--- src/rtl/fetch_redirect_ctrl_pkg.sv ---
// Shared types for the stage0 fetch PC sequencer.
//   fsm_state_t : sequencer state encoding (also exported on the debug port)
//   epoch_t     : {eEpoch, wEpoch} tag
//   redirect_t  : one captured flush (valid, source, fence kind, target)
package fetch_redirect_ctrl_pkg;

  // Widest PC the redirect record can hold; the top narrows it back to XLEN.
  localparam int unsigned REDIRECT_PC_W = 64;

  typedef enum logic [1:0] {
    ST_RESET      = 2'd0,
    ST_RUN        = 2'd1,
    ST_FENCE      = 2'd2,
    ST_FENCE_WAIT = 2'd3
  } fsm_state_t;

  typedef logic [1:0] epoch_t;

  typedef struct packed {
    logic                     valid;
    logic                     is_wb;
    logic                     fence;
    logic                     sfence;
    logic [REDIRECT_PC_W-1:0] pc;
  } redirect_t;

endpackage

--- src/rtl/fetch_redirect_ctrl_redirect_slot.sv ---
// Single-entry delayed-redirect register used while a fence is in flight.
// A wb flush always replaces the entry; an ex flush is taken only when the
// entry does not already hold a wb flush.
//   clk_sys, rst_b : clock, async active-low reset
//   capture_en_i   : flushes are being deferred this cycle
//   wb_valid_i     : wb flush this cycle, record in wb_rec_i
//   ex_valid_i     : ex flush this cycle, record in ex_rec_i
//   clear_i        : entry is consumed this cycle
//   merged_o       : entry including this cycle's capture (used on exit)
//   occupied_o     : registered entry is valid
module fetch_redirect_ctrl_redirect_slot
  import fetch_redirect_ctrl_pkg::*;
(
  input  logic      clk_sys,
  input  logic      rst_b,
  input  logic      capture_en_i,
  input  logic      wb_valid_i,
  input  redirect_t wb_rec_i,
  input  logic      ex_valid_i,
  input  redirect_t ex_rec_i,
  input  logic      clear_i,
  output redirect_t merged_o,
  output logic      occupied_o
);

  redirect_t slot_q, slot_d;
  redirect_t merged;

  always_comb begin
    merged = slot_q;
    if (capture_en_i) begin
      if (wb_valid_i) begin
        merged = wb_rec_i;
      end else if (ex_valid_i && !(slot_q.valid && slot_q.is_wb)) begin
        merged = ex_rec_i;
      end
    end
    slot_d = clear_i ? '0 : merged;
  end

  always_ff @(posedge clk_sys or negedge rst_b) begin
    if (!rst_b) begin
      slot_q <= '0;
    end else begin
      slot_q <= slot_d;
    end
  end

  assign merged_o   = merged;
  assign occupied_o = slot_q.valid;

endmodule

--- src/rtl/fetch_redirect_ctrl.sv ---
// Stage0 PC sequencer: picks the next fetch PC (wb flush > ex flush >
// prediction > sequential), owns the epoch bits and sequences fence.i /
// sfence.vma requests, deferring flushes that arrive mid-fence.
//   CLK, RST_N          : clock, async active-low reset
//   wb_flush_*          : write-back redirect (+ fence / sfence qualifiers)
//   ex_flush_*          : execute redirect
//   bpu_*               : prediction for the current fetch_pc
//   fetch_valid/ready   : fetch request handshake, fetch_pc, fetch_epoch
//   fence_req/sfence_req: one-cycle pulses to the memory subsystem
//   fence_done          : memory subsystem fence complete
//   delayed_redirect    : deferred-redirect slot occupied
//   state               : FSM state for debug
//
// state       | meaning
// RESET       | one cycle after reset release, no request
// RUN         | issuing fetch requests
// FENCE       | fence pulse cycle, no request
// FENCE_WAIT  | waiting for fence_done, no request
module fetch_redirect_ctrl
  import fetch_redirect_ctrl_pkg::*;
#(
  parameter int unsigned     XLEN     = 64,
  parameter logic [XLEN-1:0] RESET_PC = 'h1000,
  parameter int unsigned     PC_STEP  = 4
) (
  input  logic            CLK,
  input  logic            RST_N,
  input  logic            wb_flush_valid,
  input  logic [XLEN-1:0] wb_flush_pc,
  input  logic            wb_flush_fence,
  input  logic            wb_flush_sfence,
  input  logic            ex_flush_valid,
  input  logic [XLEN-1:0] ex_flush_pc,
  input  logic            bpu_valid,
  input  logic            bpu_taken,
  input  logic [XLEN-1:0] bpu_target,
  output logic            fetch_valid,
  input  logic            fetch_ready,
  output logic [XLEN-1:0] fetch_pc,
  output logic [1:0]      fetch_epoch,
  output logic            fence_req,
  output logic            sfence_req,
  input  logic            fence_done,
  output logic            delayed_redirect,
  output logic [1:0]      state
);

  fsm_state_t      state_q, state_d;
  logic [XLEN-1:0] pc_q, pc_d;
  logic            valid_q, valid_d;
  logic            e_epoch_q, e_epoch_d;
  logic            w_epoch_q, w_epoch_d;
  logic            fence_req_q, fence_req_d;
  logic            sfence_req_q, sfence_req_d;

  logic            fire;
  logic            slot_capture;
  logic            slot_clear;
  logic            slot_occupied;
  redirect_t       wb_rec, ex_rec, slot_merged;

  assign fire = valid_q && fetch_ready;

  always_comb begin
    wb_rec        = '0;
    wb_rec.valid  = 1'b1;
    wb_rec.is_wb  = 1'b1;
    wb_rec.fence  = wb_flush_fence;
    wb_rec.sfence = wb_flush_sfence;
    wb_rec.pc     = REDIRECT_PC_W'(wb_flush_pc);
    ex_rec        = '0;
    ex_rec.valid  = 1'b1;
    ex_rec.pc     = REDIRECT_PC_W'(ex_flush_pc);
  end

  fetch_redirect_ctrl_redirect_slot u_slot (
    .clk_sys      (CLK),
    .rst_b        (RST_N),
    .capture_en_i (slot_capture),
    .wb_valid_i   (wb_flush_valid),
    .wb_rec_i     (wb_rec),
    .ex_valid_i   (ex_flush_valid),
    .ex_rec_i     (ex_rec),
    .clear_i      (slot_clear),
    .merged_o     (slot_merged),
    .occupied_o   (slot_occupied)
  );

  always_comb begin
    state_d      = state_q;
    pc_d         = pc_q;
    valid_d      = valid_q;
    e_epoch_d    = e_epoch_q;
    w_epoch_d    = w_epoch_q;
    fence_req_d  = 1'b0;
    sfence_req_d = 1'b0;
    slot_capture = 1'b0;
    slot_clear   = 1'b0;

    case (state_q)
      ST_RESET: begin
        state_d = ST_RUN;
        valid_d = 1'b1;
      end

      ST_RUN: begin
        if (wb_flush_valid) begin
          w_epoch_d = ~w_epoch_q;
          pc_d      = wb_flush_pc;
          if (wb_flush_fence || wb_flush_sfence) begin
            state_d      = ST_FENCE;
            valid_d      = 1'b0;
            fence_req_d  = wb_flush_fence;
            sfence_req_d = wb_flush_sfence;
          end
        end else if (ex_flush_valid) begin
          e_epoch_d = ~e_epoch_q;
          pc_d      = ex_flush_pc;
        end else if (fire) begin
          pc_d = (bpu_valid && bpu_taken) ? bpu_target : pc_q + XLEN'(PC_STEP);
        end
      end

      ST_FENCE, ST_FENCE_WAIT: begin
        // Epochs move now so in-flight responses are discarded; the PC waits.
        slot_capture = 1'b1;
        if (wb_flush_valid) begin
          w_epoch_d = ~w_epoch_q;
        end else if (ex_flush_valid) begin
          e_epoch_d = ~e_epoch_q;
        end

        if (fence_done) begin
          slot_clear = 1'b1;
          state_d    = ST_RUN;
          valid_d    = 1'b1;
          if (slot_merged.valid) begin
            pc_d = slot_merged.pc[XLEN-1:0];
            if (slot_merged.is_wb && (slot_merged.fence || slot_merged.sfence)) begin
              state_d      = ST_FENCE;
              valid_d      = 1'b0;
              fence_req_d  = slot_merged.fence;
              sfence_req_d = slot_merged.sfence;
            end
          end
        end else if (state_q == ST_FENCE) begin
          state_d = ST_FENCE_WAIT;
        end
      end

      default: begin
        state_d = ST_RESET;
        valid_d = 1'b0;
      end
    endcase
  end

  always_ff @(posedge CLK or negedge RST_N) begin
    if (!RST_N) begin
      state_q      <= ST_RESET;
      pc_q         <= RESET_PC;
      valid_q      <= 1'b0;
      e_epoch_q    <= 1'b0;
      w_epoch_q    <= 1'b0;
      fence_req_q  <= 1'b0;
      sfence_req_q <= 1'b0;
    end else begin
      state_q      <= state_d;
      pc_q         <= pc_d;
      valid_q      <= valid_d;
      e_epoch_q    <= e_epoch_d;
      w_epoch_q    <= w_epoch_d;
      fence_req_q  <= fence_req_d;
      sfence_req_q <= sfence_req_d;
    end
  end

  assign fetch_valid      = valid_q;
  assign fetch_pc         = pc_q;
  assign fetch_epoch      = {e_epoch_q, w_epoch_q};
  assign fence_req        = fence_req_q;
  assign sfence_req       = sfence_req_q;
  assign delayed_redirect = slot_occupied;
  assign state            = state_q;

endmodule

--- config.mk ---
export PLATFORM = sky130hd
export DESIGN_NAME = fetch_redirect_ctrl
export DESIGN_NICKNAME = d
export VERILOG_FILES = /design/src/rtl/fetch_redirect_ctrl_pkg.sv /design/src/rtl/fetch_redirect_ctrl_redirect_slot.sv /design/src/rtl/fetch_redirect_ctrl.sv
export SDC_FILE = /design/constraint.sdc
export NUM_CORES = 1
export LEC_CHECK = 0
export CORE_MARGIN = 2
export CORE_UTILIZATION = 38
export CTS_BUF_LIST = sky130_fd_sc_hd__clkbuf_8
export DETAILED_ROUTE_END_ITERATION = 8
export PLACE_DENSITY = 0.68
export RECOVER_POWER = 100
export SYNTH_ARGS = -nofsm -noshare
export SYNTH_HDL_FRONTEND = slang
export SYNTH_HIERARCHICAL = 1
export SYNTH_SLANG_ARGS = --single-unit
--- constraint.sdc ---
create_clock -name CLK -period 2.8 [get_ports CLK]
set_clock_uncertainty 0.1 [all_clocks]
set_input_delay 0.28 -clock CLK [delete_from_list [all_inputs] [get_ports CLK]]
set_output_delay 0.28 -clock CLK [all_outputs]
set_load 0.05 [all_outputs]
==> run_results.csv, run 1 <==
group,metric,value,unit
run_status,outcome,"finished, final reports clean",
timing,rsz0062_at_grt,"false",
timing,worst_slew_pin_slew,1012,ps
drt,postRouteAntennaNets,0,
floorplan,die_area,30310,um2
timing,maxSlewViolCount,0,
setup_path,crit_required,3060,ps
timing,slew_headroom,32.45,%
power_and_ir_drop,ir_worst_vdd,590.6,uV
clocking,cts-root-buf,"clkbuf_8",
drt,wl_per_cell,23.27,um
floorplan,fp.dieH,174.1,um
cells_and_area,final_common_cell,"clkdlybuf4s50_1",
grt,grt_antenna_before_repair,4,
timing,finalCritPeriodShare,94.98,%
timing,setup_viol,0,
power_and_ir_drop,cellPowerDensity,1071,nW/um2
placement,port_buffers,273,
synth,synth_edf_count,0,
drt,dr.pass1.iters,7,
drt,drtIter0Drc,1318,
synth,ys_seq_area_share,31.65,%
floorplan,core,28630,um2
cells_and_area,area_growth,32.75,%
clocking,clkLatencyLatePin,470,ps
grt,grt_usage,29.86,%
placement,hpwl,33170,um
clocking,clock_sinks,139,
placement,gp_congestion,0.9421,
grt,grt_overflow_total,0,
cells_and_area,drive_gt1_share,10.26,%
synth,netlist_area,10990,um2
grt,grt_max_degree,76,
power_and_ir_drop,power_leakage,5.296,nW
cells_and_area,post_layout_nonfiller_instances,1985,
timing,whs,292.8,ps
setup_path,worstSetupPathType,"flop to flop",
setup_path,worstSetupStartpointType,"flop",
floorplan,rows,62,
synth,syn_avg_cell_area,8.260,um2
drt,detail_route.vias_per_cell,6.436,
floorplan,start_util,38.41,%
drt,num_vias,12780,
grt,grt_pass1_wl,71160,um
job,drv_cap,0,
floorplan,design.portCount,274,
grt,grt_pass1_vias,12490,
clocking,clockBufferDepth,2,
synth,yosys_register_bits,139,
synth,synth_cells,1331,
placement,place_inst,1948,
drt,routed_wl,46190,um
setup_path,worst-endpoint-arrival,2920,ps
clocking,numCtsBuffers,17,
setup_path,worstSetupEndpointType,"flop",
cells_and_area,final_cell_mix,"198 x clkdlybuf4s50_1, 137 x dfrtp_1, 100 x nor3_1",
timing,fmax,0.3760,GHz
floorplan,die_w,174.1,um
setup_path,path_max_fanout,7,
synth,synth_flop_cell,"dfrtp_1",
synth,ys_types,80,
synth,synthArstFlopShare,100.0,%
hold_path,min_path_type,"input pin to flop",
synth,yosysWarnings,6,
cells_and_area,fin_nets,1790,
clocking,htreeDepth,4,
timing,period_needed,2659,ps
timing,hold_viol,0,
clocking,path_clk_slew,90,ps
clocking,cts_tree,"built",
drt,drt_drc_violations_left,0,
==> stage by stage <==
stage	setup WS [ps]	utilization [%]	setup TNS, ps	power [mW]	area, um2
after floorplan	-128.3	-	-504.6	11.01	11120
after global placement	269.2	50.39	0	14.10	14420
after detailed placement	220.3	50.39	0	14.29	14420
after CTS	54.11	51.89	0	16.13	14850
after global routing	32.46	50.98	0	16.56	14590
final	140.7	50.99	0	15.63	14600
==> worst max-delay path: stages (launching register included) <==
cell and delay, ps:
dfrtp_1 460, nand4_1 320, or4_4 630, nor3_4 300
and2_1 350, o21ai_2 90, a221o_1 290
==> final timing paths <==
check | start | end | slack [ps] | cells past startpoint
max reg2reg | fetch_pc[2]$_DFFE_PN0P_ | fetch_pc[49]$_DFFE_PN0P_ | 140 | 6
max | fetch_pc[2]$_DFFE_PN0P_ | fetch_pc[49]$_DFFE_PN0P_ | 140 | 6
max in group asynchronous | RST_N | fetch_pc[28]$_DFFE_PN0P_ | 1030 | 3
min reg2reg | w_epoch_q$_DFFE_PN0P_ | w_epoch_q$_DFFE_PN0P_ | 390 | 1
min | ex_flush_valid | u_slot/occupied_o$_DFF_PN0_ | 290 | 4
min in group asynchronous | RST_N | u_slot/slot_q[49]$_DFF_PN0_ | 350 | 2
==> metal layers <==
layer  track usage [%]  routed length (um)
met4             12.15                1770
met3             7.152                4699
met1             39.74               18910
met2             46.63               20800
met5                 0                  13
==> kinds of logic (layout without fill, tap and decap cells) <==
family,after synthesis,after routing,share of synthesized area (%)
other,2,9,0.06831
flip-flops,139,139,31.65
buffers and inverters,179,442,7.613
AO/OA/AOI/OAI,484,484,33.40
AND/OR/NAND/NOR,493,493,24.48
XOR/XNOR,30,30,2.390
multiplexers,3,3,0.2845
adder cells (fa/ha/maj),1,1,0.1138
==> flip-flops by register name, summed over array words and instances (netlist names) <==
signal	count
u_slot/slot_q	67
fetch_pc	64
state	2
e_epoch_q	1
fence_req	1
fetch_valid	1
sfence_req	1
u_slot/occupied_o	1
w_epoch_q	1
==> synth_stat cells, types with 27 or more instances <==
cell type	count	area share, %
nand3_1	47	2.1
nor3_1	104	4.7
a21oi_1	65	3.0
inv_1	58	2.0
dfrtp_1	138	31
o22ai_1	64	3.6
a2111oi_2	42	5.7
buf_2	27	1.2
nand2_1	87	3.0
a211oi_1	69	4.7
o21ai_0	91	4.1
clkbuf_1	62	2.1
nor2_1	81	2.8
==> cell type report <==
cell class | count | area, um2
fill | 2714 | 14030
multi-input combinational | 1018 | 6535
sequential | 139 | 3483
timing repair buffer | 353 | 3455
tap | 384 | 480.5
clock buffer | 20 | 275.3
inverter | 58 | 217.7
clock inverter | 11 | 143.9
antenna | 2 | 5.005
==> power breakdown <==
part | internal, mW | leakage (nW) | switching (mW)
logic | 3.45 | 3.40 | 6.17
clock network | 0.943 | 0.203 | 0.872
registers | 3.01 | 1.69 | 1.18
total | 7.41 | 5.30 | 8.22
==> what timing repair did <==
action / 4_1_cts / 5_1_grt
hold buffers: 1 / 0
endpoints found under the setup margin: 0 / 5
resized for setup: 0 / 3
endpoints found under the hold margin: 68 / 0
setup buffers: 0 / 3
Note: power is estimated with default switching activity, not from simulation.
==> run 2, diff against run 1 <==
--- a/config.mk
+++ b/config.mk
@@ -5,6 +5,7 @@
 export SDC_FILE = /design/constraint.sdc
 export NUM_CORES = 1
 export LEC_CHECK = 0
+export CAP_MARGIN = 25
 export CORE_MARGIN = 2
 export CORE_UTILIZATION = 38
 export CTS_BUF_LIST = sky130_fd_sc_hd__clkbuf_8
==> results of run 2 <==
No change in the layout: final DEF, timing and power equal those of run 1.
